<file path="src/rtl/cost_vector_packer_if.sv">
// Handshake and vector bus between a cost producer and the census argmin tree front end.
// The slave modport is the packer's view; the master modport is the producer's view.
interface cost_vector_packer_if #(
  parameter int WIDTH      = 8,
  parameter int ADDR_WIDTH = 6,
  parameter int NUM_INP    = 64
);
  logic                          in_valid;
  logic                          in_ready;
  logic [WIDTH-1:0]              in_cost;
  logic                          in_last;
  logic [WIDTH*NUM_INP-1:0]      outp;
  logic [ADDR_WIDTH*NUM_INP-1:0] outp_addr;
  logic                          outp_valid;
  logic                          err_short;
  logic                          err_long;

  modport slave (
    input  in_valid, in_cost, in_last,
    output in_ready, outp, outp_addr, outp_valid, err_short, err_long
  );

  modport master (
    output in_valid, in_cost, in_last,
    input  in_ready, outp, outp_addr, outp_valid, err_short, err_long
  );
endinterface

</file>
<file path="src/rtl/cost_vector_packer.sv">
// Collects one matching cost per cycle into a NUM_INP-word vector for the argmin tree,
// padding short pixels with all-ones and discarding the excess words of long ones.
module cost_vector_packer #(
  parameter int WIDTH      = 8,
  parameter int ADDR_WIDTH = 6,
  parameter int NUM_INP    = 64
) (
  input  logic clk,
  input  logic rst,
  input  logic en,
  cost_vector_packer_if.slave bus
);

  localparam int              CW       = $clog2(NUM_INP);
  localparam int              VW       = WIDTH * NUM_INP;
  localparam logic [0:0]      S_FILL   = 1'b0;
  localparam logic [0:0]      S_DROP   = 1'b1;
  localparam logic [CW-1:0]   LAST_IDX = CW'(NUM_INP - 1);

  logic [0:0]      state_p0;
  logic [CW-1:0]   count_p0;
  logic [VW-1:0]   buf_p0;
  logic [VW-1:0]   outp_p1;
  logic            vld_p1;
  logic            err_short_p1;
  logic            err_long_p1;

  logic            accept;
  logic            in_fill;
  logic            at_end;
  logic            complete;
  logic            write_word;
  logic            go_long;
  logic            go_short;
  logic [VW-1:0]   vec_next;

  // Word idx of the emitted vector: buffered below the completing slot, padded above it.
  function automatic logic [WIDTH-1:0] pick_word(input int idx,
                                                 input logic [CW-1:0] cnt,
                                                 input logic [WIDTH-1:0] held,
                                                 input logic [WIDTH-1:0] cost);
    if (idx < int'(cnt))
      return held;
    else if (idx == int'(cnt))
      return cost;
    else
      return '1;
  endfunction

  assign accept     = en & bus.in_valid;
  assign in_fill    = (state_p0 == S_FILL);
  assign at_end     = (count_p0 == LAST_IDX);
  assign complete   = accept & in_fill & (bus.in_last | at_end);
  assign write_word = accept & in_fill & ~bus.in_last & ~at_end;
  assign go_long    = accept & in_fill & ~bus.in_last & at_end;
  assign go_short   = accept & in_fill & bus.in_last & ~at_end;

  always_comb begin
    vec_next = '0;
    for (int i = 0; i < NUM_INP; i++)
      vec_next[VW-1-WIDTH*i -: WIDTH] = pick_word(i, count_p0,
                                                  buf_p0[VW-1-WIDTH*i -: WIDTH],
                                                  bus.in_cost);
  end

  // Stage p0: assembly buffer and framing state
  always_ff @(posedge clk or posedge rst) begin
    if (rst) begin
      state_p0 <= S_FILL;
      count_p0 <= '0;
      buf_p0   <= '0;
    end else if (en) begin
      if (write_word) begin
        for (int i = 0; i < NUM_INP; i++)
          if (CW'(i) == count_p0)
            buf_p0[VW-1-WIDTH*i -: WIDTH] <= bus.in_cost;
        count_p0 <= count_p0 + 1'b1;
      end
      if (complete)
        count_p0 <= '0;
      if (go_long)
        state_p0 <= S_DROP;
      else if (accept && !in_fill && bus.in_last)
        state_p0 <= S_FILL;
    end
  end

  // Stage p1: output vector, strobe and sticky framing errors
  always_ff @(posedge clk or posedge rst) begin
    if (rst) begin
      outp_p1      <= '0;
      vld_p1       <= 1'b0;
      err_short_p1 <= 1'b0;
      err_long_p1  <= 1'b0;
    end else if (en) begin
      vld_p1 <= complete;
      if (complete)
        outp_p1 <= vec_next;
      if (go_short)
        err_short_p1 <= 1'b1;
      if (go_long)
        err_long_p1 <= 1'b1;
    end
  end

  always_comb begin
    bus.outp_addr = '0;
    for (int i = 0; i < NUM_INP; i++)
      bus.outp_addr[ADDR_WIDTH*NUM_INP-1-ADDR_WIDTH*i -: ADDR_WIDTH] = ADDR_WIDTH'(i);
  end

  assign bus.in_ready   = en;
  assign bus.outp       = outp_p1;
  assign bus.outp_valid = vld_p1;
  assign bus.err_short  = err_short_p1;
  assign bus.err_long   = err_long_p1;

endmodule

</file>
<file path="src/flat_wrapper.sv">
// flat-port wrapper written by rule: the top's interface ports become plain ports
module cost_vector_packer_flat 
#(
  parameter int WIDTH      = 8,
  parameter int ADDR_WIDTH = 6,
  parameter int NUM_INP    = 64
)
  (clk, rst, en, bus_in_valid, bus_in_cost, bus_in_last, bus_in_ready, bus_outp, bus_outp_addr, bus_outp_valid, bus_err_short, bus_err_long);
  cost_vector_packer_if #(.WIDTH(WIDTH), .ADDR_WIDTH(ADDR_WIDTH), .NUM_INP(NUM_INP)) bus_i ();
  input  logic clk;
  input  logic rst;
  input  logic en;
  input wire logic [$bits(bus_i.in_valid)-1:0] bus_in_valid;
  input wire logic [$bits(bus_i.in_cost)-1:0] bus_in_cost;
  input wire logic [$bits(bus_i.in_last)-1:0] bus_in_last;
  output wire logic [$bits(bus_i.in_ready)-1:0] bus_in_ready;
  output wire logic [$bits(bus_i.outp)-1:0] bus_outp;
  output wire logic [$bits(bus_i.outp_addr)-1:0] bus_outp_addr;
  output wire logic [$bits(bus_i.outp_valid)-1:0] bus_outp_valid;
  output wire logic [$bits(bus_i.err_short)-1:0] bus_err_short;
  output wire logic [$bits(bus_i.err_long)-1:0] bus_err_long;
  assign bus_i.in_valid = bus_in_valid;
  assign bus_i.in_cost = bus_in_cost;
  assign bus_i.in_last = bus_in_last;
  assign bus_in_ready = bus_i.in_ready;
  assign bus_outp = bus_i.outp;
  assign bus_outp_addr = bus_i.outp_addr;
  assign bus_outp_valid = bus_i.outp_valid;
  assign bus_err_short = bus_i.err_short;
  assign bus_err_long = bus_i.err_long;
  cost_vector_packer #(.WIDTH(WIDTH), .ADDR_WIDTH(ADDR_WIDTH), .NUM_INP(NUM_INP)) u_core (.clk(clk), .rst(rst), .en(en), .bus(bus_i));
endmodule
</file>
<file path="config.mk">
export PLATFORM = sky130hd
export DESIGN_NAME = cost_vector_packer_flat
export DESIGN_NICKNAME = d
export VERILOG_FILES = /design/src/rtl/cost_vector_packer_if.sv /design/src/rtl/cost_vector_packer.sv /design/src/flat_wrapper.sv
export SDC_FILE = /design/constraint.sdc
export NUM_CORES = 2
export LEC_CHECK = 0
export ABC_AREA = 1
export BUFFER_PORTS_ARGS = -buffer_cell sky130_fd_sc_hd__buf_2
export CAP_MARGIN = 5
export CORE_AREA = 4 4 353 355
export DETAILED_ROUTE_END_ITERATION = 7
export DIE_AREA = 0 0 357 359
export PLACE_DENSITY = 0.65
export SETUP_SLACK_MARGIN = 0.15
export SLEW_MARGIN = 10
export SYNTH_ARGS = -nofsm -noshare
export SYNTH_HDL_FRONTEND = slang
export SYNTH_SLANG_ARGS = --single-unit
</file>
<file path="constraint.sdc">
create_clock -name clk -period 105.4 [get_ports clk]
set_clock_uncertainty 0.2 [all_clocks]
set_input_delay 26.35 -clock clk [delete_from_list [all_inputs] [get_ports clk]]
set_output_delay 26.35 -clock clk [all_outputs]
set_load 0.02 [all_outputs]
</file>
==> reports/metrics.cfg <==
[timing]
worst_pin_slew_ps=1310
fin_hold_ws_ps=256
finalSetupViolations=0
slew_headroom_pct=12.1
fmax_mhz=18.8
fin_tns_setup_ps=0
fin_crit_sh_pct=50.5
hold_viol=0
layout_min_cycle_time_ps=53200
rsz0062_at_grt=false
drv_slew=0

[routing]
dr.pass1.iters=8
vias=44100
drc=0
via_per_inst=5.14
routed_wl_um=181000
ant_nets=0
drtIter0Drc=4612
wl_per_cell_um=21.1

[setup_path]
critPathKind=in2out
cpMaxStageDelayCell=buf_2
end_kind=output port
path_cells=buf_2 > buf_2
critPathRequiredTime_ps=78850
worstPathMaxFanout=5
critPathBufInv=2
cpLargestDelayFamily=buffers and inverters
worstPathArrival_ps=26650
cpPeakStageDelay_ps=170
path_common_cell=buf_2
critPathLaunchType=input pin

[grt]
grt_pass1_wl_um=268000
grt_max_degree=220
antenna_found_initial=3
grt_usage_pct=27.5
grt_pass1_vias=41100
grt_overflow_total=0

[floorplan]
coreArea_sq_um=121000
die_x_um=357
start_util_pct=41.7
die_h_um=359
ios=913
die_area_sq_um=128000
rows=128

[finish]
drive_above_1_share_pct=13.0
syn_to_final_growth_pct=11.8
num-nets-final=6892
fillers=12100

[synthesis]
ys_ff_latch=1026
synth.avg_cell_area_sq_um=7.74
synth-adder-area-share_pct=0.124
ys_warn_count=0
synth_xor_xnor_area_share_pct=0
ys.flop_type=dfrtp_1
synth_top_family_by_area=simple AND/OR/NAND/NOR gates
synth_edf_count=0
synthSimpleGateAreaFrac_pct=30.7
synth.cell_area_sq_um=50600
ys_async_sr_fraction_pct=100
synth_cell_types=37
synth_compound_area_share_pct=5.08
synthMuxAreaShare_pct=0
synth_cells=6534
yosysSeqAreaShare_pct=50.8

[run_status]
status=complete, no violations

[clock_network]
cts_tree=yes
clock-root-buffer=clkbuf_16
clkSlewWorstSetupHoldPaths_ps=60
cts_made_buffers=108
hold_buffers=0
clkLatencyLatePin_ps=720
post-cts-setup-buffers=0
htreeDepth=3
clockBufferDepth=3
cts.sinks=1026
cts_resized=0

[placement]
hpwl_um=116000
routabilityCongestion=0.814
io_buffers=528

[pwr]
power_density_nw_per_um2=19.4
power_leakage_nw=28.8
peakVddDrop_uv=13.4

[worst_hold_path]
hold_class=reg2reg

[flow_run]
drv_cap=0

==> placed cells by master, fill, tap and decap left out, drive strengths merged <==
cell,synthesis,final
a21oi,55,55
a22oi,8,8
a31o,1,1
buf,577,599
bufinv,0,9
clkbuf,174,159
clkinv,5,28
clkinvlp,0,5
conb,2,384
dfrtp,1026,1026
diode,0,1
ha,5,5
inv,564,569
nand2,2453,2453
nand3,609,609
nand3b,40,40
nand4,180,180
nor2,352,352
nor3,27,27
nor3b,1,1
nor4,1,1
o21ai,408,408
o21bai,9,9
o22ai,16,16
or2,21,21
==> state kept, by name, summed over array words and instances, names as in the netlist <==
register,count
u_core.bus.outp_valid,1
u_core.state_p0,1
u_core.bus.err_long,1
u_core.buf_p0,504
u_core.count_p0,6
u_core.bus.err_short,1
u_core.bus.outp,512
==> area by class of cell <==
class / instances / area (sq um) / share of cell area, %
antenna: 1 / 2.50 / 0.00443
clock buffer: 159 / 3220 / 5.69
clock inverter: 42 / 538 / 0.951
inverter: 569 / 2170 / 3.85
multi-input combinational: 4570 / 19700 / 34.8
sequential: 1026 / 25700 / 45.4
tap: 1625 / 2030 / 3.60
timing repair buffer: 599 / 3250 / 5.74
==> cell families after synthesis <==
group / after synthesis
compound gates: 497
fa+ha+maj: 5
buf+inv: 1320
flops: 1026
other cells: 2
simple gates: 3684
==> power breakdown <==
| part | internal, mW | leakage, nW | total [mW] | switching, mW |
|---|---|---|---|---|
| Combinational | 0.0566 | 15.2 | 0.221 | 0.164 |
| Sequential | 0.442 | 11.8 | 0.476 | 0.0337 |
| Clock | 0.234 | 1.85 | 0.402 | 0.168 |
| Total | 0.733 | 28.8 | 1.10 | 0.366 |
==> per-layer routing <==
metal / global-route usage (%) / vias up / part of all wire, % / wire (um)
met4: 9.77 / 2 / 3.6 / 6460
met3: 5.75 / 303 / 8.7 / 15800
met5: 0 / - / 0.0072 / 13
met2: 43.4 / 1964 / 46 / 83300
li1: - / 20400 / - / -
met1: 37.5 / 21500 / 42 / 75800
==> cells in the mapped netlist, types with 15 or more instances <==
master | number | area [sq um]
nand2_1 | 2436 | 9140
dfrtp_1 | 1026 | 25700
nand3_1 | 597 | 2990
inv_1 | 547 | 2050
buf_4 | 420 | 3150
o21ai_0 | 379 | 1900
nor2_1 | 308 | 1160
nand4_1 | 180 | 1130
clkbuf_1 | 174 | 653
buf_2 | 145 | 726
a21oi_1 | 54 | 270
nand3b_1 | 40 | 300
nor2_2 | 38 | 238
o21ai_1 | 29 | 145
nor3_1 | 26 | 130
or2_2 | 21 | 131
inv_2 | 16 | 60.1
o22ai_1 | 16 | 100
nand2_2 | 15 | 93.8
==> worst register-to-register path, delay by kind of cell (launching register included) <==
family | cells | cell delay [ps]
and+or+nand+nor | 4 | 1410
DFF | 1 | 650
AOI/OAI and AO/OA | 1 | 340
buffers and inverters | 2 | 1540
adders and majority gates | 1 | 500
==> path summary, 6_finish.rpt <==
| check | start | end | slack (ps) | cells past startpoint |
|---|---|---|---|---|
| min in group asynchronous | rst | u_core.bus.outp[33]$_DFFE_PP0P_ | 25620 | 2 |
| hold / removal | u_core.bus.err_long$_DFFE_PP0P_ | u_core.bus.err_long$_DFFE_PP0P_ | 260 | 2 |
| hold reg to reg | u_core.bus.err_long$_DFFE_PP0P_ | u_core.bus.err_long$_DFFE_PP0P_ | 260 | 2 |
| max in group asynchronous | rst | u_core.buf_p0[306]$_DFFE_PP0P_ | 75460 | 6 |
| setup / recovery | en | bus_in_ready | 52200 | 2 |
| setup reg to reg | u_core.count_p0[1]$_DFFE_PP0P_ | u_core.bus.outp[414]$_DFFE_PP0P_ | 100690 | 8 |
==> per-stage QoR <==
step	std cells	area (sq um)	util [%]	power, mW	setup slack [ps]
2_1_floorplan	6916	52000	-	0.623	49980
3_3_place_gp	8389	52800	43.5	0.700	52210
3_5_place_dp	8389	52800	43.5	0.703	52200
4_1_cts	8590	56500	46.6	1.11	52200
5_1_grt	8590	56500	46.6	1.15	52190
6_report	8591	56500	46.6	1.10	52200
No activity file was read; power rests on OpenSTA's default activity.
